## src/rtl/fwd_hazard_unit_pkg.sv

```systemverilog
// -----------------------------------------------------------------------------
// fwd_hazard_unit_pkg
//   Shared constants for the forwarding / load-use hazard unit:
//     REG_AW    default register-index width
//     ZERO_REG  hardwired-zero register index (never tracked, never forwarded)
//     FWD_RF    bypass select value meaning "read the register file"
//     STG_*     stage numbers used as bypass select values for the default
//               three-stage tracker (EX, MEM, WB)
// -----------------------------------------------------------------------------
package fwd_hazard_unit_pkg;

  localparam int unsigned REG_AW   = 5;
  localparam int unsigned ZERO_REG = 0;

  localparam int unsigned FWD_RF   = 0;
  localparam int unsigned STG_EX   = 1;
  localparam int unsigned STG_MEM  = 2;
  localparam int unsigned STG_WB   = 3;

  // Width of a bypass select able to encode 0 (regfile) .. depth.
  function automatic int unsigned sel_width(input int unsigned depth);
    return $clog2(depth + 1);
  endfunction

endpackage

```

## src/rtl/fwd_src_match.sv

```systemverilog
// -----------------------------------------------------------------------------
// fwd_src_match
//   Bypass search for one ID-stage source operand. Compares the source index
//   against every tracked producer stage and picks the youngest (lowest stage
//   number) valid match. Flags a load-use stall when that youngest producer is
//   a load that has not yet reached the first stage where its data exists.
//
//   req_i      source is live (instruction valid and operand actually read)
//   rs_i       source register index
//   trk_vld_i  per-stage valid bits, bit k = stage k+1
//   trk_rd_i   per-stage destination indices, stage k+1 = [k*REG_AW +: REG_AW]
//   trk_ld_i   per-stage "producer is a load" bits
//   sel_o      0 = regfile, k = bypass from stage k
//   stall_o    youngest producer is a load not yet forwardable
// -----------------------------------------------------------------------------
module fwd_src_match #(
  parameter int unsigned REG_AW    = fwd_hazard_unit_pkg::REG_AW,
  parameter int unsigned FWD_DEPTH = 3,
  parameter int unsigned LOAD_RDY  = 2,
  parameter int unsigned SEL_W     = fwd_hazard_unit_pkg::sel_width(FWD_DEPTH)
) (
  input  logic                        req_i,
  input  logic [REG_AW-1:0]           rs_i,
  input  logic [FWD_DEPTH-1:0]        trk_vld_i,
  input  logic [FWD_DEPTH*REG_AW-1:0] trk_rd_i,
  input  logic [FWD_DEPTH-1:0]        trk_ld_i,
  output logic [SEL_W-1:0]            sel_o,
  output logic                        stall_o
);

  import fwd_hazard_unit_pkg::*;

  logic [FWD_DEPTH-1:0] match;
  logic                 found;

  always_comb begin
    match = '0;
    for (int unsigned k = 0; k < FWD_DEPTH; k++) begin
      match[k] = req_i && (rs_i != REG_AW'(ZERO_REG)) && trk_vld_i[k] &&
                 (trk_rd_i[k*REG_AW +: REG_AW] == rs_i);
    end
  end

  // Only the first (youngest) hit decides both the select and the stall, so an
  // older load shadowed by a younger ALU write never stalls.
  always_comb begin
    found   = 1'b0;
    sel_o   = SEL_W'(FWD_RF);
    stall_o = 1'b0;
    for (int unsigned k = 0; k < FWD_DEPTH; k++) begin
      if (match[k] && !found) begin
        found   = 1'b1;
        sel_o   = SEL_W'(k + 1);
        stall_o = trk_ld_i[k] && ((k + 1) < LOAD_RDY);
      end
    end
  end

endmodule

```

## src/rtl/fwd_hazard_unit.sv

```systemverilog
// -----------------------------------------------------------------------------
// fwd_hazard_unit
//   Forwarding and load-use hazard unit. A FWD_DEPTH-entry destination tracker
//   follows in-flight register writes (entry 1 = EX, 2 = MEM, 3 = WB by
//   default). For each ID source a bypass select is produced combinationally;
//   a load-use stall is raised when a source's youngest producer is a load
//   still short of LOAD_RDY, and stall cycles are counted with saturation.
//
//   clk          rising-edge clock
//   rst_n        asynchronous active-low reset
//   id_valid     instruction in ID is valid
//   id_rs        source indices, source j = [j*REG_AW +: REG_AW]
//   id_rs_used   bit j = source j is actually read
//   id_rd        destination index
//   id_regwrite  instruction writes id_rd
//   id_memread   instruction is a load
//   flush        kill the instruction leaving ID
//   fwd_sel      per-source bypass select, source j = [j*SEL_W +: SEL_W]
//   stall        hold PC/IF/ID, bubble into EX
//   stall_cnt    saturating count of stall cycles
// -----------------------------------------------------------------------------
module fwd_hazard_unit #(
  parameter int unsigned REG_AW    = fwd_hazard_unit_pkg::REG_AW,
  parameter int unsigned NUM_SRC   = 2,
  parameter int unsigned FWD_DEPTH = 3,
  parameter int unsigned LOAD_RDY  = 2,
  parameter int unsigned CNT_W     = 16,
  localparam int unsigned SEL_W    = fwd_hazard_unit_pkg::sel_width(FWD_DEPTH)
) (
  input  logic                      clk,
  input  logic                      rst_n,
  input  logic                      id_valid,
  input  logic [NUM_SRC*REG_AW-1:0] id_rs,
  input  logic [NUM_SRC-1:0]        id_rs_used,
  input  logic [REG_AW-1:0]         id_rd,
  input  logic                      id_regwrite,
  input  logic                      id_memread,
  input  logic                      flush,
  output logic [NUM_SRC*SEL_W-1:0]  fwd_sel,
  output logic                      stall,
  output logic [CNT_W-1:0]          stall_cnt
);

  import fwd_hazard_unit_pkg::*;

  logic [FWD_DEPTH-1:0]        vld_q, vld_d;
  logic [FWD_DEPTH-1:0]        ld_q,  ld_d;
  logic [FWD_DEPTH*REG_AW-1:0] rd_q,  rd_d;
  logic [CNT_W-1:0]            cnt_q, cnt_d;
  logic [NUM_SRC-1:0]          src_stall;
  logic                        issue;

  // The ID instruction itself is not in the tracker yet, so a read of its own
  // destination only ever compares against older producers.
  for (genvar j = 0; j < NUM_SRC; j++) begin : g_src
    fwd_src_match #(
      .REG_AW    (REG_AW),
      .FWD_DEPTH (FWD_DEPTH),
      .LOAD_RDY  (LOAD_RDY),
      .SEL_W     (SEL_W)
    ) u_match (
      .req_i     (id_valid & id_rs_used[j]),
      .rs_i      (id_rs[j*REG_AW +: REG_AW]),
      .trk_vld_i (vld_q),
      .trk_rd_i  (rd_q),
      .trk_ld_i  (ld_q),
      .sel_o     (fwd_sel[j*SEL_W +: SEL_W]),
      .stall_o   (src_stall[j])
    );
  end

  assign stall = |src_stall;

  assign issue = id_valid && id_regwrite && (id_rd != REG_AW'(ZERO_REG)) &&
                 !stall && !flush;

  // Tracker advances every cycle, stalled or not, so producers ahead keep
  // draining and the stall releases on its own.
  always_comb begin
    vld_d = '0;
    ld_d  = '0;
    rd_d  = '0;
    vld_d[0]          = issue;
    ld_d[0]           = id_memread;
    rd_d[REG_AW-1:0]  = id_rd;
    for (int unsigned k = 1; k < FWD_DEPTH; k++) begin
      vld_d[k]                    = vld_q[k-1];
      ld_d[k]                     = ld_q[k-1];
      rd_d[k*REG_AW +: REG_AW]    = rd_q[(k-1)*REG_AW +: REG_AW];
    end
  end

  always_comb begin
    cnt_d = cnt_q;
    if (stall && (cnt_q != '1)) begin
      cnt_d = cnt_q + CNT_W'(1);
    end
  end

  always_ff @(posedge clk or negedge rst_n) begin
    if (!rst_n) begin
      vld_q <= '0;
      ld_q  <= '0;
      rd_q  <= '0;
      cnt_q <= '0;
    end else begin
      vld_q <= vld_d;
      ld_q  <= ld_d;
      rd_q  <= rd_d;
      cnt_q <= cnt_d;
    end
  end

  assign stall_cnt = cnt_q;

endmodule

```

## config.mk

```make
export PLATFORM = sky130hd
export DESIGN_NAME = fwd_hazard_unit
export DESIGN_NICKNAME = d
export VERILOG_FILES = /design/src/rtl/fwd_hazard_unit_pkg.sv /design/src/rtl/fwd_src_match.sv /design/src/rtl/fwd_hazard_unit.sv
export SDC_FILE = /design/constraint.sdc
export NUM_CORES = 1
export LEC_CHECK = 0
export CAP_MARGIN = 0
export CORE_MARGIN = 2
export CORE_UTILIZATION = 46
export CTS_BUF_LIST = sky130_fd_sc_hd__clkbuf_2
export DETAILED_ROUTE_END_ITERATION = 10
export MAX_ROUTING_LAYER = met4
export PLACE_DENSITY = 0.77
export SLEW_MARGIN = 20
export SYNTH_ARGS = -nofsm -noshare
export SYNTH_HDL_FRONTEND = slang
export SYNTH_SLANG_ARGS = --single-unit
```

## constraint.sdc

```tcl
create_clock -name clk -period 1.66 [get_ports clk]
set_input_delay 0.332 -clock clk [delete_from_list [all_inputs] [get_ports clk]]
set_output_delay 0.332 -clock clk [all_outputs]
set_load 0.005 [all_outputs]
```

==> results of run 1 <==
[repair_timing]
action / CTS / global route
gates cloned: 0 / 0
endpoints found under the setup margin: 38 / 22
pin swaps: 24 / 9
setup buffers: 18 / 3
gates resized for setup: 97 / 14
[worst max-delay path, stage by stage (launching register included)]
cell and delay [ps]:
dfrtp_1 440, xor2_1 160, nor4_2 290, nand4b_1 150, buf_4 150, nor2b_1 120
nor2_1 110, buf_2 120
[final cells by class]
| class | count | area, µm² |
|---|---|---|
| Clock buffer | 5 | 25.02 |
| Multi-Input combinational cell | 123 | 1181 |
| Clock inverter | 3 | 38.79 |
| Sequential cell | 35 | 877.1 |
| Fill cell | 194 | 610.6 |
| Timing Repair Buffer | 113 | 950.9 |
| Tap cell | 48 | 60.06 |
[routing by layer]
layer,up-vias,part of all wire (%)
met5,-,0
met4,0,3.2
met3,26,7.3
met2,102,52
met1,897,38
li1,815,-
[registers in the layout, summed over array words and instances (netlist names)]
signal,cells
stall_cnt,16
ld_q,1
vld_q,3
rd_q,15
[power groups by stage]
stage                     clock (mW)  sequential, mW  combinational, mW
after floorplan                    0           0.916             0.0948
after global placement             0           0.915              0.246
after detailed placement           0           0.917              0.256
after CTS                      0.550           0.902              0.286
after global routing           0.592           0.908              0.326
final                          0.557           0.905              0.309
[cell usage in the layout (no fill, tap or decap), types with 2 or more instances in the layout]
master,Yosys,layout
buf_4,0,59
dfrtp_1,35,34
xnor2_1,37,25
dlygate4sd2_1,0,18
nand4_1,15,15
xnor2_2,0,12
clkdlybuf4s50_1,0,11
buf_2,2,11
nand2_1,9,9
buf_6,2,9
xor2_1,8,8
nor2_1,7,7
nand3_4,0,7
and3_1,7,6
clkbuf_2,0,5
or4_4,2,3
nor3_1,6,3
buf_12,0,3
o211ai_4,0,2
nor3_2,1,2
nand4b_1,2,2
nor3_4,0,2
nor2b_1,2,2
nand3_2,1,2
[cells by family (layout without fill, tap and decap cells)]
group | after synthesis | after routing | synth area share [%]
AO/OA/AOI/OAI | 8 | 8 | 4.743
XOR/XNOR | 45 | 45 | 21.65
adder cells (fa/ha/maj) | 1 | 1 | 0.6872
buffers and inverters | 5 | 121 | 1.993
flip-flops | 35 | 35 | 48.11
multiplexers | 1 | 1 | 0.8245
AND/OR/NAND/NOR | 68 | 68 | 21.99
[path summary, 6_finish.rpt]
path	from	to	slack (ps)
setup / recovery	rd_q[7]	fwd_sel[3]	-600
hold / removal	rst_n	rd_q[6]	310
setup reg to reg	rd_q[3]	stall_cnt[10]	-370
hold reg to reg	vld_q[1]	vld_q[2]	470
max in group asynchronous	rst_n	rd_q[2]	990
min in group clk	id_rd[4]	rd_q[4]	390
[stage by stage]
stage,util [%],area (µm²)
CTS,80.58,3017
finish,83.69,3133
detailed placement,73.13,2738
floorplan,-,1886
global placement,73.13,2738
global route,83.69,3133
==> results.toml, run 1 <==
[power]
p_leak_nw = 1.488
p_clk_share_pct = 31.4
p_switching_mw = 0.4790
pwr-share-comb_pct = 17.4
powerDensity_mw_per_mm2 = 565.4
vdd_drop_max_mv = 0.5615
seqPwrFrac_pct = 51.1
swShare_pct = 27.04
report.power.total_mw = 1.771
intPower_mw = 1.292

[clock_network]
holdBufCountCts = 0
cts_sinks = 35
numCtsBuffers = 5
htree_levels = 2
cts_buffer_depth = 2
cts_tree = "yes"
clkTransAtPathRegs_ps = 210
cts_root_buf = "clkbuf_2"
clkLatencyLatePin_ps = 400

[sta]
skew_ps = 31.04
timing.fmax_mhz = 442.6
post-route-min-period_ps = 2259
fin_tns_setup_ps = -7677
setup_violations = 21
finalCritPeriodShare_pct = 136.1
setup_ws_ps = -599.1
whs_ps = 311.5
tightest_slew_ps = 598.1
finalHoldViolCount = 0
report.final.slew_viol_count = 0
rsz0062_at_grt = "yes"
slew_headroom_pct = 59.82

[detailed_routing]
drtIter0Drc = 206
detail-route-antenna-nets = 0
drc = 0
detail_route.first_pass.iterations = 4
wl_per_cell_um = 19.35
wl_mm = 6.326
viasPerCell = 5.627
routed-via-count = 1840

[logic_synthesis]
synth_edf_count = 0
yosys_warnings = 0
synth_top_area_share_pct = 48.11
seq_area_frac_synth_pct = 48.11
syn_nets = 187
async_reset_ff_share_pct = 100.0
yosysMostFrequentCell = "xnor2_1"
synth_ff_type = "dfrtp_1"
post_synth.cell_area_avg_um2 = 11.17
yosys-top-cells-count = "xnor2_1 (37), dfrtp_1 (35), nand4_1 (15), nand2_1 (9), nand3_1 (9)"
yosys.area.top_type = "dfrtp_1"
netlist_area_mm2 = 0.001820
synth_seq_cells = 35
synth_cell_type_count = 30
ys_top_cells_by_area = "dfrtp_1 (48%), xnor2_1 (18%), nand4_1 (5.2%)"
synthCells = 163

[grt]
grt.busiest_layer = "met2"
track_usage_pct = 30.25
use_met1_pct = 34.13
gr-total-overflow = 0
use_met2_pct = 53.13
antenna_found_initial = 0
grt_pass1_vias = 1990
met3_usage_pct = 7.095
grt_max_degree = 36
grt_pass1_wl_mm = 9.515

[worst_hold_path]
hp-class = "input pin to asynchronous set/reset pin"

[cells_and_area]
areaGrowthSynthToFinish_pct = 72.10
drive_gt1_share_pct = 46.59
nets = 302
diodes = 0
stdcell_count = 327

[setup_path]
cp.arrival_ps = 1930
r2r_cells = 8
crit_type = "flip-flop to primary output"
endpoint_kind = "primary output"
worstPathRequired_ps = 1330
path_max_fanout = 2
crit_path_start_kind = "flip-flop"

[floorplanning]
ios = 44
die_h_um = 66.91
dieWidth_um = 66.91
start_util_pct = 48.63
die-area_mm2 = 0.004477
num_rows = 22
coreArea_mm2 = 0.003744

[place]
gp_congestion = 0.8735
post-place-ws_ps = -1028
placedCellCount = 300
portBuffers = 43
place_hpwl_mm = 3.635

[status]
status = "finished, violations left"
violations = "negative setup slack"

[job]
drv_cap = 0
Power figures use the tool's default switching activity.
==> inputs of run 2 (changes only) <==
CORE_UTILIZATION = 45   (was 46)
MAX_ROUTING_LAYER = unset   (was met4)
PLACE_DENSITY = 0.76   (was 0.77)
==> run 2 against run 1 <==
- the flow still finishes with violations (negative setup slack)
- sequential power barely moved
- routed wire length up 4.7%
- first-iteration DRC count shrank 42%
- via count decreased by 0.22%
- cell count grew 2.8%
- fmax rose by 2.7%
- setup slack improved by 59 ps
- flip-flop and latch count did not move
- global-route usage down 0.24 points
- non-clock buffer count rose by 7
- die area rose by 2.1%
- largest cell class unchanged
==> results.toml, run 2 (synthesis gave the netlist of run 1 again) <==
[floorplanning]
die-area_mm2 = 0.004570
coreArea_mm2 = 0.003943
die_h_um = 67.61
start_util_pct = 46.18
ios = 44
dieWidth_um = 67.61
num_rows = 23

[clock_network]
htree_levels = 2
holdBufCountCts = 0
cts_sinks = 35
clkTransAtPathRegs_ps = 220
cts_root_buf = "clkbuf_2"
clkLatencyLatePin_ps = 420
numCtsBuffers = 5
cts_tree = "yes"
cts_buffer_depth = 2

[place]
post-place-ws_ps = -1075
gp_congestion = 0.8922
portBuffers = 43
place_hpwl_mm = 3.797

[cells_and_area]
nets = 309
n_fill_cell = 202
fin_util_pct = 80.55
drive_gt1_share_pct = 48.60
areaGrowthSynthToFinish_pct = 74.43
diodes = 0
final_cell_mix = "buf_4 (64), dfrtp_1 (34), xnor2_1 (24)"
layout_commonest_cell = "buf_4"
largest_reg_flops = 16

[job]
drv_cap = 0

[setup_path]
cp.arrival_ps = 1870
path_max_fanout = 3
worstPathRequired_ps = 1330
endpoint_kind = "primary output"
crit_type = "flip-flop to primary output"
crit_path_start_kind = "flip-flop"

[grt]
grt_pass1_wl_mm = 9.867
antenna_found_initial = 0
gr-total-overflow = 0
track_usage_pct = 30.01
grt_max_degree = 36
grt_pass1_vias = 2000

[sta]
setup_violations = 21
slew_headroom_pct = 62.29
finalHoldViolCount = 0
post-route-min-period_ps = 2200
whs_ps = 275.5
timing.fmax_mhz = 454.5
tightest_slew_ps = 561.3
report.final.slew_viol_count = 0
skew_ps = 33.91
rsz0062_at_grt = "yes"
setup_ws_ps = -540.3
fin_tns_setup_ps = -8470
finalCritPeriodShare_pct = 132.5

[detailed_routing]
detail-route-antenna-nets = 0
wl_mm = 6.621
drc = 0
drtIter0Drc = 120
detail_route.first_pass.iterations = 4
routed-via-count = 1836
viasPerCell = 5.464
wl_per_cell_um = 19.71

[status]
violations = "negative setup slack"
status = "finished, violations left"

[power]
p_leak_nw = 1.514
vdd_drop_max_mv = 0.4178
powerDensity_mw_per_mm2 = 562.9

[worst_hold_path]
hp-class = "input pin to asynchronous set/reset pin"
[run 2: changes by cell type in the layout (fill, tap and decap cells not counted), sizes merged]
cell / before / now
buf: 82 / 85
clkbuf: 5 / 9
dlygate4sd2: 18 / 19
dlymetal6s2s: 1 / 0
[run 2: area by class of cell]
type | instances | area [µm²] | area share (%)
timing repair buffer | 120 | 983.4 | 30.97
sequential | 35 | 877.1 | 27.62
clock inverter | 3 | 38.79 | 1.221
clock buffer | 5 | 25.02 | 0.7880
tap | 50 | 62.56 | 1.970
multi-input combinational | 123 | 1189 | 37.43
[run 2: critical path, cell delays in order, from the launching register on]
cell and delay (ps):
dfrtp_2 490, xnor2_2 140, nand4_1 240, nor3_4 230, buf_4 160, a21o_2 80
buf_2 100
[run 2: per-layer routing]
| layer | global-route usage [%] | wire length (µm) |
|---|---|---|
| met2 | 52.57 | 3414 |
| met1 | 35.66 | 2647 |
| met4 | 12.76 | 195 |
| met3 | 5.833 | 363 |
| met5 | 0 | 0 |
[run 2: power breakdown]
part	switching, mW	leakage, nW	internal, mW	total, mW
clock	0.321	0.0404	0.247	0.569
combinational	0.143	1.02	0.171	0.314
sequential	0.0267	0.449	0.878	0.905
total	0.491	1.51	1.30	1.79
[run 2: repair_timing]
action / CTS / global route
setup buffers: 18 / 4
endpoints found under the setup margin: 38 / 22
pin swaps: 32 / 19
resized for setup: 89 / 24
[run 2: per-stage QoR]
step                std cells  instance area, µm²  power, mW
floorplan                 163                1886      1.010
global placement          309                2768      1.170
detailed placement        309                2768      1.181
CTS                       334                3048      1.738
global route              336                3176      1.844
finish                    336                3176      1.787
[run 2: final timing paths]
| check | cells past startpoint | startpoint | end | slack (ps) |
|---|---|---|---|---|
| max | 6 | rd_q[0] | fwd_sel[2] | -540 |
| min | 2 | rst_n | rd_q[9] | 280 |
| max reg2reg | 8 | rd_q[0] | stall_cnt[6] | -430 |
| min reg2reg | 0 | rd_q[4] | rd_q[9] | 470 |
| max in group asynchronous | 2 | rst_n | rd_q[1] | 1030 |
| min in group clk | 1 | id_rd[0] | rd_q[0] | 340 |
